## config.mk

```make
export PLATFORM = sky130hd
export DESIGN_NAME = mac_frame_serializer_flat
export DESIGN_NICKNAME = d
export VERILOG_FILES = /design/src/rtl/mac_frame_serializer_if.sv /design/src/rtl/mac_frame_serializer.sv /design/src/flat_wrapper.sv
export SDC_FILE = /design/constraint.sdc
export NUM_CORES = 1
export LEC_CHECK = 0
export BUFFER_PORTS_ARGS = -buffer_cell sky130_fd_sc_hd__buf_2
export CAP_MARGIN = 20
export CORE_MARGIN = 3
export CORE_UTILIZATION = 31
export CTS_BUF_LIST = sky130_fd_sc_hd__clkbuf_8
export DETAILED_ROUTE_END_ITERATION = 10
export GPL_ROUTABILITY_DRIVEN = 0
export PLACE_DENSITY_LB_ADDON = 0.15
export SLEW_MARGIN = 20
export SYNTH_ARGS = -nofsm -noshare
export SYNTH_HDL_FRONTEND = slang
export SYNTH_SLANG_ARGS = --single-unit
```

## constraint.sdc

```tcl
create_clock -name clk -period 2.4 [get_ports clk]
set_input_delay 0.24 -clock clk [delete_from_list [all_inputs] [get_ports clk]]
set_output_delay 0.24 -clock clk [all_outputs]
set_load 0.02 [all_outputs]
```

## src/rtl/mac_frame_serializer_if.sv

```systemverilog
// Stream bundle between the MAC array, the frame serializer and the result path.
// The serializer sits on the slave modport; the producer/consumer side uses master.
interface mac_frame_serializer_if #(
    parameter int WIDTH    = 19,
    parameter int CHANNELS = 4
);
    localparam int IDXW = $clog2(CHANNELS);

    logic [WIDTH*CHANNELS-1:0] in_data;
    logic                      in_valid;
    logic                      in_ready;
    logic signed [WIDTH-1:0]   out_data;
    logic [IDXW-1:0]           out_chan;
    logic                      out_last;
    logic                      out_valid;
    logic                      out_ready;
    logic                      overrun;
    logic [7:0]                drop_count;

    modport master (
        output in_data, in_valid, out_ready,
        input  in_ready, out_data, out_chan, out_last, out_valid, overrun, drop_count
    );

    modport slave (
        input  in_data, in_valid, out_ready,
        output in_ready, out_data, out_chan, out_last, out_valid, overrun, drop_count
    );
endinterface

```

## src/rtl/mac_frame_serializer.sv

```systemverilog
// Parallel-to-serial buffer: latches one frame of CHANNELS signed MAC results
// and streams them out one per beat with channel index and end-of-frame flag.
// Frames arriving while busy are dropped and counted, since the MAC array
// cannot be stalled.
module mac_frame_serializer #(
    parameter int WIDTH    = 19,
    parameter int CHANNELS = 4,
    parameter int REVERSE  = 0
) (
    input logic                   clk,
    input logic                   reset,
    mac_frame_serializer_if.slave bus
);
    localparam int IDXW = $clog2(CHANNELS);
    localparam logic [IDXW-1:0] LAST_BEAT = IDXW'(CHANNELS - 1);

    typedef enum logic {IDLE, SEND} state_t;

    state_t                  state, state_n;
    logic [IDXW-1:0]         beat, beat_n;
    logic signed [WIDTH-1:0] data_n;
    logic [IDXW-1:0]         chan_n;
    logic                    last_n;
    logic signed [WIDTH-1:0] frame_in [CHANNELS];
    logic signed [WIDTH-1:0] shadow   [CHANNELS];
    logic                    capture, xfer, drop, last_beat;
    logic [IDXW-1:0]         beat_inc;

    // Maps a beat number onto the channel emitted on that beat.
    function automatic logic [IDXW-1:0] chan_of(input logic [IDXW-1:0] b);
        chan_of = (REVERSE != 0) ? LAST_BEAT - b : b;
    endfunction

    // Split the packed input frame into per-channel words.
    for (genvar c = 0; c < CHANNELS; c++) begin : g_unpack
        assign frame_in[c] = bus.in_data[c*WIDTH +: WIDTH];
    end

    assign last_beat    = (beat == LAST_BEAT);
    assign beat_inc     = beat + IDXW'(1);
    assign bus.out_valid = (state == SEND);
    // Accept a new frame when empty, or when the final beat leaves this cycle.
    assign bus.in_ready = (state == IDLE) || (bus.out_ready && last_beat);
    assign capture      = bus.in_valid && bus.in_ready;
    assign drop         = bus.in_valid && !bus.in_ready;
    assign xfer         = bus.out_valid && bus.out_ready;

    // Next state and next output beat; a capture takes priority so a frame
    // arriving on the last beat follows with no bubble.
    always_comb begin
        state_n = state;
        beat_n  = beat;
        data_n  = bus.out_data;
        chan_n  = bus.out_chan;
        last_n  = bus.out_last;
        if (capture) begin
            state_n = SEND;
            beat_n  = '0;
            chan_n  = chan_of('0);
            data_n  = frame_in[chan_of('0)];
            last_n  = 1'b0;
        end else if (xfer) begin
            if (last_beat) begin
                state_n = IDLE;
            end else begin
                beat_n = beat_inc;
                chan_n = chan_of(beat_inc);
                data_n = shadow[chan_of(beat_inc)];
                last_n = (beat_inc == LAST_BEAT);
            end
        end
    end

    // State, beat counter, output register and overrun bookkeeping.
    always_ff @(posedge clk) begin
        if (reset) begin
            state          <= IDLE;
            beat           <= '0;
            bus.out_data   <= '0;
            bus.out_chan   <= '0;
            bus.out_last   <= 1'b0;
            bus.overrun    <= 1'b0;
            bus.drop_count <= '0;
        end else begin
            state        <= state_n;
            beat         <= beat_n;
            bus.out_data <= data_n;
            bus.out_chan <= chan_n;
            bus.out_last <= last_n;
            if (drop) begin
                bus.overrun <= 1'b1;
                if (bus.drop_count != 8'hff)
                    bus.drop_count <= bus.drop_count + 8'd1;
            end
        end
    end

    // Shadow buffer only changes on an accepted frame; drops leave it alone.
    always_ff @(posedge clk) begin
        if (capture) begin
            for (int c = 0; c < CHANNELS; c++)
                shadow[c] <= frame_in[c];
        end
    end
endmodule
```

## src/flat_wrapper.sv

```systemverilog
// flat-port wrapper written by rule: the top's interface ports become plain ports
module mac_frame_serializer_flat 
#(
    parameter int WIDTH    = 19,
    parameter int CHANNELS = 4,
    parameter int REVERSE  = 0
)
  (clk, reset, bus_in_data, bus_in_valid, bus_out_ready, bus_in_ready, bus_out_data, bus_out_chan, bus_out_last, bus_out_valid, bus_overrun, bus_drop_count);
  mac_frame_serializer_if #(.WIDTH(WIDTH), .CHANNELS(CHANNELS)) bus_i ();
  input logic clk;
  input logic reset;
  input wire logic [$bits(bus_i.in_data)-1:0] bus_in_data;
  input wire logic [$bits(bus_i.in_valid)-1:0] bus_in_valid;
  input wire logic [$bits(bus_i.out_ready)-1:0] bus_out_ready;
  output wire logic [$bits(bus_i.in_ready)-1:0] bus_in_ready;
  output wire logic [$bits(bus_i.out_data)-1:0] bus_out_data;
  output wire logic [$bits(bus_i.out_chan)-1:0] bus_out_chan;
  output wire logic [$bits(bus_i.out_last)-1:0] bus_out_last;
  output wire logic [$bits(bus_i.out_valid)-1:0] bus_out_valid;
  output wire logic [$bits(bus_i.overrun)-1:0] bus_overrun;
  output wire logic [$bits(bus_i.drop_count)-1:0] bus_drop_count;
  assign bus_i.in_data = bus_in_data;
  assign bus_i.in_valid = bus_in_valid;
  assign bus_i.out_ready = bus_out_ready;
  assign bus_in_ready = bus_i.in_ready;
  assign bus_out_data = bus_i.out_data;
  assign bus_out_chan = bus_i.out_chan;
  assign bus_out_last = bus_i.out_last;
  assign bus_out_valid = bus_i.out_valid;
  assign bus_overrun = bus_i.overrun;
  assign bus_drop_count = bus_i.drop_count;
  mac_frame_serializer #(.WIDTH(WIDTH), .CHANNELS(CHANNELS), .REVERSE(REVERSE)) u_core (.clk(clk), .reset(reset), .bus(bus_i));
endmodule
```

Word level (Yosys, flattened, before mapping)

Memory sizes are Yosys's and may differ from the RTL's.
Cells that the tools add are included.

$add $sub $neg: 2
Multiply operators: 0
Div/mod/pow operators: 0
Order comparisons: 0
Equal/unequal tests: 4
Shift-type cells: 0
Multiplexer cells: 8
Bitwise operators: 2
Reduce and logical (&&, ||, !) cells: 13

Operators with widths:

| operator              | count |
|---|---|
| $mux W19              | 3 |
| $add A8 B1 Y8 const B | 1 |
| $ne A8 B8 Y1 const B  | 1 |
| $reduce_and A2 Y1     | 4 |
| $mux W1               | 5 |
| $eq A2 B2 Y1 const B  | 2 |
| $logic_and A1 B1 Y1   | 4 |
| $reduce_bool A2 Y1    | 2 |
| $add A2 B1 Y2 const B | 1 |
| $ne A2 B1 Y1 const B  | 1 |
| $not A1 Y1            | 2 |
| $reduce_or A2 Y1      | 1 |
| $logic_not A1 Y1      | 1 |
| $logic_or A1 B1 Y1    | 1 |

Bits in registers: 32
Bits in latches: 0
RAM bits: 76
ROM bits: 0
Input port bits: 80
Output and inout port bits: 33
Logic and storage cells: 36
Memories kept: 1

Memories:

| name          | depth | bits a word | read ports | clocked after memory_dff | write ports | line                       | source |
|---|---|---|---|---|---|---|---|
| u_core.shadow | 4     | 19          | 1          | 0                        | 4           | mac_frame_serializer.sv:25 | `logic signed [WIDTH-1:0] shadow [CHANNELS];` |

Depth between registers and ports, before layout

Gate-level depths: netlist of the first run.

Depth in word-level cells: 6
Mapped depth: 7
Gate-level depth less buffers: 5

Worst setup path before layout of the first run

No wires, ideal clock.

Path type: reg-to-reg
From: register u_core.beat[0]
To: register u_core.bus.out_data[5]
Setup time: 138 ps
Data arrival time: 2,045 ps
Setup slack: 218 ps
Cell stages (with the launch flop): 8
Buffers on the path: 2
Clock period less this slack: 2,182 ps
Cells stage by stage: dfxtp_1 -> buf_2 -> inv_1 -> ha_1 -> clkbuf_1 -> mux4_2 -> mux2i_1 -> a211oi_1

Elaborated cells between the ends (all ways): 12

RTL lines:

| item                         | line                          | source |
|---|---|---|
| from (decl)                  | mac_frame_serializer.sv:20    | `logic [IDXW-1:0] beat, beat_n;` |
| from (signal assigned)       | mac_frame_serializer.sv:86    | `beat <= beat_n;` |
| $add A2 B1 Y2                | mac_frame_serializer.sv:40    | `assign beat_inc = beat + IDXW'(1);` |
| named net u_core.beat_inc[0] | mac_frame_serializer.sv:27    | `logic [IDXW-1:0] beat_inc;` |
| $mem_v2 Z4 W19               | n/a                           |  |
| $mux W19                     | mac_frame_serializer.sv:63    | `if (last_beat) begin` |
| $mux W19                     | mac_frame_serializer.sv:62    | `end else if (xfer) begin` |
| $mux W19                     | mac_frame_serializer.sv:56    | `if (capture) begin` |
| to (signal assigned)         | mac_frame_serializer.sv:87    | `bus.out_data <= data_n;` |
| to (decl)                    | mac_frame_serializer_if.sv:27 | `output in_ready, out_data, out_chan, out_last, out_valid, overrun, drop_count` |

The timed path passes the listed nets, and every way through them passes these cells. The select of a mux whose other input is x is not followed.
A chain may end at the register's enable or synchronous reset.

Worst setup path after layout of the first run

From: register u_core.beat[0]
To: register u_core.bus.drop_count[6]

Cells in the longest elaborated chain, start to end: 6

Ends and longest elaborated chain:

| item                               | line                          | source |
|---|---|---|
| $eq A2 B2 Y1                       | mac_frame_serializer.sv:39    | `assign last_beat = (beat == LAST_BEAT);` |
| $logic_and A1 B1 Y1                | mac_frame_serializer.sv:43    | `assign bus.in_ready = (state == IDLE) \|\| (bus.out_ready && last_beat);` |
| $logic_or A1 B1 Y1                 | mac_frame_serializer.sv:43    |  |
| $logic_not A1 Y1                   | mac_frame_serializer.sv:45    | `assign drop = bus.in_valid && !bus.in_ready;` |
| $logic_and A1 B1 Y1                | mac_frame_serializer.sv:45    |  |
| $reduce_and A2 Y1 (no source line) | n/a                           |  |
| to (signal assigned)               | mac_frame_serializer.sv:93    | `bus.drop_count <= bus.drop_count + 8'd1;` |
| to (decl)                          | mac_frame_serializer_if.sv:27 |  |

No other way between the ends.

==> metrics, run 1 <==
vias per std cell 4.58; CTS clk-pin slew, worst paths 0.10 ns; sequential share of the synthesized area 69.8%; Post-Syn Instances 254; clock sinks 108; Final period util 76.2%; switch share 24.6%; CTS tree yes; leakage 2.12 nW; DRC 0; CORE AREA 12900 um2; Die ar. 14900 um2; first-pass GRT wire length 14200 um; Port Buf Inserts 112; Worst Tran Pin Value 0.398 ns; r2r worst-path depth 5; Max Used Layer met4; crit path cell chain ha_1, a21boi_4, nand3_1, or4_1, a21oi_1; Psw 0.000893 W; Mapped Nets 337; CP Capture Type flip-flop; Worst setup SP type flip-flop; max incr delay on CP 0.49 ns; WP data required 2.70 ns; Detailed Routing Iterations Pass 1 4; drt initial violations 185; CTS root buf clkbuf_8; Hold Path Cell Cnt 1; Max Slew Vio Count 0; post-route cell area 5450 um2; Clock Latency Late Sink 0.38 ns; Worst path slowest cell or4_1; Worst Path Arrival 2.13 ns; Antenna diodes 0; GRT Overall Usage 12.6%; Crit Path Max Fanout 7; sequential power share 59.5%; endpoints failing setup 0; die width 122 um; combinational share of power 12.5%; largest net degree at the start of global routing 51; WL/cell 15.9 um; total CTS buffers 9; Mapped Avg Cell Area 16.5 um2; met3 routed WL 516 um; post-synth cell types 34; mapped cell area 4190 um2; Die Ht 122 um; final wirelength 9110 um; layout cells sized above 1 39.6%; clk_skew 0.0162 ns; Min-Delay Path Class in -> reg; ANT nets after route 0; min cycle time layout 1.83 ns; Pwr Density 667 nW/um2; setup_tns 0 ns; Site Rows 41; grt total ovfl 0; Worst VDD drop 0.430 mV; Area after DPL 5000 um2; Max Freq 547 MHz; initial antenna violation count 0; Pint 0.00274 W; Final Hold Vio Count 0; post-DP HPWL 6070 um; outcome finished clean; number of global-route vias before repair 2613; Area Overhead vs Synth 30.0%; # IOs 113; Clock Path Buffers 2; Worst Setup Path Type reg -> reg; Post-CTS Resized 0; Clock power frac 28.0%; met2 wire length 4420 um; yosys warns 0; overall power 0.00363 W; Worst slew margin 73.5%; # H-tree levels 3; RSZ-0062 raised after global routing no; # Max-Cap Violations 0; Via Count 2628; Initial Utilization 32.4%; met1 WL 4070 um; nets@finish 480; #FFs+latches synth 108
per-layer routing:
metal	vias to the layer above	GRT usage, %
li1	1279	-
met1	1271	16.5
met2	70	20.1
met3	8	4.61
met4	0	3.36
met5	-	0
layout make-up:
| type | count | area, um2 |
|---|---|---|
| clock buffer | 10 | 138 |
| clock inverter | 6 | 38.8 |
| fill | 1239 | 7480 |
| inverter | 5 | 18.8 |
| multi-input combinational | 127 | 1190 |
| sequential | 108 | 2920 |
| tap | 172 | 215 |
| timing repair buffer | 146 | 921 |
worst max-delay path: cells and delay by family, from the launching register on:
| family | cells | cell delay [ns] |
|---|---|---|
| adder cells (fa/ha/maj) | 1 | 0.26 |
| flip-flops | 1 | 0.37 |
| AND/OR/NAND/NOR | 2 | 0.70 |
| AO/OA/AOI/OAI | 2 | 0.44 |
through the flow:
step | hold slack [ns] | util [%] | std cells | setup WS, ns
floorplan | 0.339 | - | 254 | 0.218
global placement | 0.416 | 38.7 | 531 | 0.625
detailed placement | 0.418 | 38.7 | 531 | 0.566
CTS | 0.000104 | 41.0 | 559 | 0.554
global route | 0.000641 | 42.1 | 574 | 0.468
finish | 0.0369 | 42.1 | 574 | 0.571
logic make-up (layout without fill, tap and decap cells):
logic type	after synthesis	after routing	share of synthesized area, %
flip-flops	108	108	69.8
AND/OR/NAND/NOR	46	46	5.14
multiplexers	41	41	15.5
AO/OA/AOI/OAI	35	35	6.09
buffers and inverters	19	167	2.18
adder cells (fa/ha/maj)	3	3	0.896
XOR/XNOR	2	2	0.418
sequential cells by signal, indices dropped and copies added, names as in the netlist:
| name | cells |
|---|---|
| u_core.bus.out_data | 19 |
| u_core.shadow | 76 |
| u_core.bus.drop_count | 8 |
| u_core.bus.overrun | 1 |
| u_core.bus.out_last | 1 |
| u_core.bus.out_valid | 1 |
| u_core.beat | 2 |
final timing paths:
kind                                                 end               start  slack [ns]
worst max register to register  u_core.bus.drop_count[6]      u_core.beat[0]        0.57
worst min-delay path                 u_core.shadow[3][5]     bus_in_data[62]        0.04
worst min register to register        u_core.bus.overrun  u_core.bus.overrun        0.47
worst max-delay path            u_core.bus.drop_count[6]      u_core.beat[0]        0.57
power groups by stage:
stage,Sequential (W),Combinational (W),Clock [W]
2_1_floorplan,0.00224,0.000207,0
3_3_place_gp,0.00220,0.000425,0
3_5_place_dp,0.00220,0.000432,0
4_1_cts,0.00216,0.000448,0.00108
5_1_grt,0.00217,0.000503,0.00116
6_report,0.00216,0.000455,0.00102
synth_stat cells:
master,n,area (um2)
edfxtp_1,76,2280
dfxtp_1,32,641
nor2_1,25,93.8
mux2i_1,21,210
a211oi_1,19,143
mux4_2,19,428
a21oi_1,9,45.0
clkbuf_1,7,26.3
inv_1,5,18.8
nor3_1,5,25.0
buf_2,4,20.0
ha_1,3,37.5
nand3_1,3,15.0
buf_6,2,22.5
nand2_1,2,7.51
nand2b_1,2,12.5
nand4_1,2,12.5
nor2b_1,2,12.5
a21boi_4,1,18.8
a31o_2,1,8.76
and4_1,1,8.76
buf_1,1,3.75
mux2_2,1,11.3
nand3b_1,1,7.51
nor2_2,1,6.26
o2111a_1,1,11.3
o211ai_1,1,7.51
o21ai_0,1,5.00
o31a_1,1,8.76
o31ai_1,1,7.51
or3_1,1,6.26
or4_1,1,7.51
xnor2_1,1,8.76
xor2_1,1,8.76
cells in the final DEF, fill, tap and decap left out, types with 2 or more instances in the layout:
master,instances
nand2b_1,2
buf_12,3
a211oi_1,19
nor2_1,25
mux2i_1,21
ha_1,3
clkinv_2,2
a21oi_1,8
mux4_2,19
dlygate4sd3_1,27
nand2_1,2
nor3_1,5
nand4_1,2
buf_2,112
inv_1,6
dfxtp_1,31
nor2b_1,2
nand3_1,3
clkbuf_8,10
edfxtp_1,76
buf_4,4
what timing repair did:
action                     CTS  global route
setup buffers                0             0
hold buffers                12            15
setup endpoints to repair    0             0
hold endpoints to repair    12            15
(Power assumes the default switching activity.)
==> run 2: changes to the inputs <==
clock period = 1.54 ns   (was 2.4 ns; I/O delays follow)
==> run 2 against run 1 <==
  * Maximum frequency up 13%
  * Worst setup slack worse by 0.64 ns
  * Via count up 13%
  * Die area unchanged
  * Critical path type unchanged
  * The run now ends with negative setup slack left
  * Routed wire length up 11%
  * Clock skew down 0.0070 ns
  * Combinational power up 120%
  * First-iteration DRC count down 11%
  * Final cell count up 15%
  * Highest routed layer unchanged
  * Largest power group unchanged
==> metrics, run 2 (synthesized netlist as in run 1, its figures left out) <==
Worst Tran Pin Value 0.372 ns (was 0.398 ns); outcome finished with violations (was finished clean); first-pass GRT wire length 16200 um (was 14200 um); clock sinks 108 (unchanged); # Max-Cap Violations 0 (unchanged); Die Ht 122 um (unchanged); Area Overhead vs Synth 56.2% (was 30.0%); most frequent cells in the layout buf_2, dlygate4sd3_1, edfxtp_1 (was buf_2, edfxtp_1, dfxtp_1); biggest regs u_core.shadow: 76 flops, u_core.bus.out_data: 19 flops, u_core.bus.drop_count: 8 flops (unchanged); number of global-route vias before repair 3130 (was 2613); Via Count 2965 (was 2628); GRT Overall Usage 14.5% (was 12.6%); Area after DPL 5220 um2 (was 5000 um2); WP data required 1.81 ns (was 2.70 ns); post-route cell area 6540 um2 (was 5450 um2); layout cells sized above 1 43.3% (was 39.6%); Antenna diodes 0 (unchanged); Final Non-Filler Cells 659 (was 574); Port Buf Inserts 112 (unchanged); post-DP HPWL 6290 um (was 6070 um); Crit Path Max Fanout 4 (was 7); most flop-heavy register u_core.shadow (unchanged); nets@finish 565 (was 480); vias per std cell 4.50 (was 4.58); Clock Latency Late Sink 0.38 ns (about the same); placed insts 548 (was 531); DRC 0 (unchanged); leakage 2.62 nW (was 2.12 nW); # H-tree levels 3 (unchanged); r2r worst-path depth 7 (was 5); ANT nets after route 0 (unchanged); Site Rows 41 (unchanged); Worst slew margin 75.1% (was 73.5%); Worst Path Arrival 1.88 ns (was 2.13 ns); R2R Setup Slk -0.07 ns (was 0.57 ns); Worst Setup Path Type reg -> reg (unchanged); clk_skew 0.00920 ns (was 0.0162 ns); Final Hold Vio Count 0 (unchanged); Hold Path Cell Cnt 2 (was 1); most common cell after layout, fill and taps aside buf_2 (unchanged); Pwr Density 948 nW/um2 (was 667 nW/um2); RR Startpoint u_core.beat[0] (unchanged); grt total ovfl 0 (unchanged); Initial Utilization 32.4% (unchanged); Max Slew Vio Count 0 (unchanged); RSZ-0062 raised after global routing yes (was no); endpoints failing setup 47 (was 0); Max Freq 620 MHz (was 547 MHz); WL/cell 15.4 um (was 15.9 um); initial antenna violation count 0 (unchanged); CP Capture Type flip-flop (unchanged); Hold EP u_core.bus.out_data[2] (was u_core.shadow[3][5]); largest net degree at the start of global routing 29 (was 51); Final period util 105% (was 76.2%); Worst VDD drop 0.813 mV (was 0.430 mV); min cycle time layout 1.61 ns (was 1.83 ns); CTS root buf clkbuf_8 (unchanged); Largest register FFs 76 (unchanged); final wirelength 10100 um (was 9110 um); # IOs 113 (unchanged); min-delay src reset (was bus_in_data[62]); drt initial violations 165 (was 185); CTS clk-pin slew, worst paths 0.10 ns (about the same); setup_tns -1.33 ns (was 0 ns); post-layout worst setup margin -0.0724 ns (was 0.571 ns); total CTS buffers 9 (unchanged); Detailed Routing Iterations Pass 1 4 (unchanged); FILL cells 1105 (was 1239); Worst setup SP type flip-flop (unchanged); CTS tree yes (unchanged); Clock Path Buffers 2 (unchanged); Die ar. 14900 um2 (unchanged); failing checks negative setup slack; Min-Delay Path Class in -> reg (unchanged); CORE AREA 12900 um2 (unchanged); die width 122 um (unchanged); Worst R2R End u_core.bus.out_data[7] (was u_core.bus.drop_count[6])
-- run 2: cell count changes in the layout (fill, tap and decap cells not counted), moves of 3 or more --
cell           before  now
buf_4               4   21
dfxtp_1            31   27
buf_6               0    7
inv_1               6    3
dlygate4sd3_1      27   76
ha_1                3    0
buf_12              3   10
-- run 2: per-stage QoR --
stage / worst slack (ns) / power [W] / util (%) / hold WS (ns)
floorplan: -0.0723 / 0.00383 / - / 0.253
finish: -0.0724 / 0.00621 / 50.6 / 0.0382
detailed placement: -0.0711 / 0.00416 / 40.4 / 0.332
CTS: -0.0658 / 0.00628 / 50.0 / 0.00675
global route: -0.145 / 0.00651 / 50.6 / 0.0257
global placement: -0.0383 / 0.00414 / 40.4 / 0.331
-- run 2: per-layer routing --
layer / global-route usage (%) / vias up / share of wire (%)
li1: - / 1452 / -
met1: 18.6 / 1435 / 44
met2: 23.9 / 68 / 50
met3: 3.78 / 10 / 4.2
met4: 5.04 / 0 / 1.4
met5: 0 / - / 0
-- run 2: what timing repair did --
| item | CTS | global route |
|---|---|---|
| endpoints found under the hold margin | 76 | 0 |
| gates cloned | 3 | 2 |
| pin swaps | 15 | 9 |
| hold buffers | 76 | 0 |
| gates resized for setup | 14 | 10 |
| endpoints found under the setup margin | 29 | 68 |
| setup buffers | 13 | 2 |
-- run 2: critical path, cell delays in order (launching register included) --
cell	delay (ns)
dfxtp_4	0.39
buf_12	0.11
inv_8	0.03
ha_4	0.29
buf_6	0.12
mux4_2	0.29
mux2i_1	0.18
a211oi_2	0.09
-- run 2: power breakdown --
| part | internal [W] | switching (W) | total, W |
|---|---|---|---|
| clock | 0.000897 | 0.000966 | 0.00186 |
| combinational | 0.000549 | 0.000430 | 0.000979 |
| sequential | 0.00330 | 0.0000655 | 0.00336 |
| total | 0.00474 | 0.00146 | 0.00621 |
-- run 2: worst max path at each step --
stage	start	endpoint	slack [ns]	cells after the start
global route	u_core.beat[0]	u_core.bus.out_data[1]	-0.15	7
floorplan	u_core.beat[0]	u_core.bus.out_data[0]	-0.07	6
global placement	u_core.beat[0]	u_core.bus.drop_count[4]	-0.04	6
CTS	u_core.beat[0]	u_core.bus.drop_count[6]	-0.07	5
finish	u_core.beat[0]	u_core.bus.out_data[7]	-0.07	7
detailed placement	u_core.beat[0]	u_core.bus.drop_count[4]	-0.07	6
-- run 2: final cells by class --
class / instances / area, um2 / area share, %
timing repair buffer: 231 / 1910 / 29.1
clock inverter: 4 / 55.1 / 0.841
tap: 172 / 215 / 3.29
clock buffer: 12 / 165 / 2.52
inverter: 5 / 26.3 / 0.402
multi-input combinational: 127 / 1240 / 19.0
sequential: 108 / 2930 / 44.8
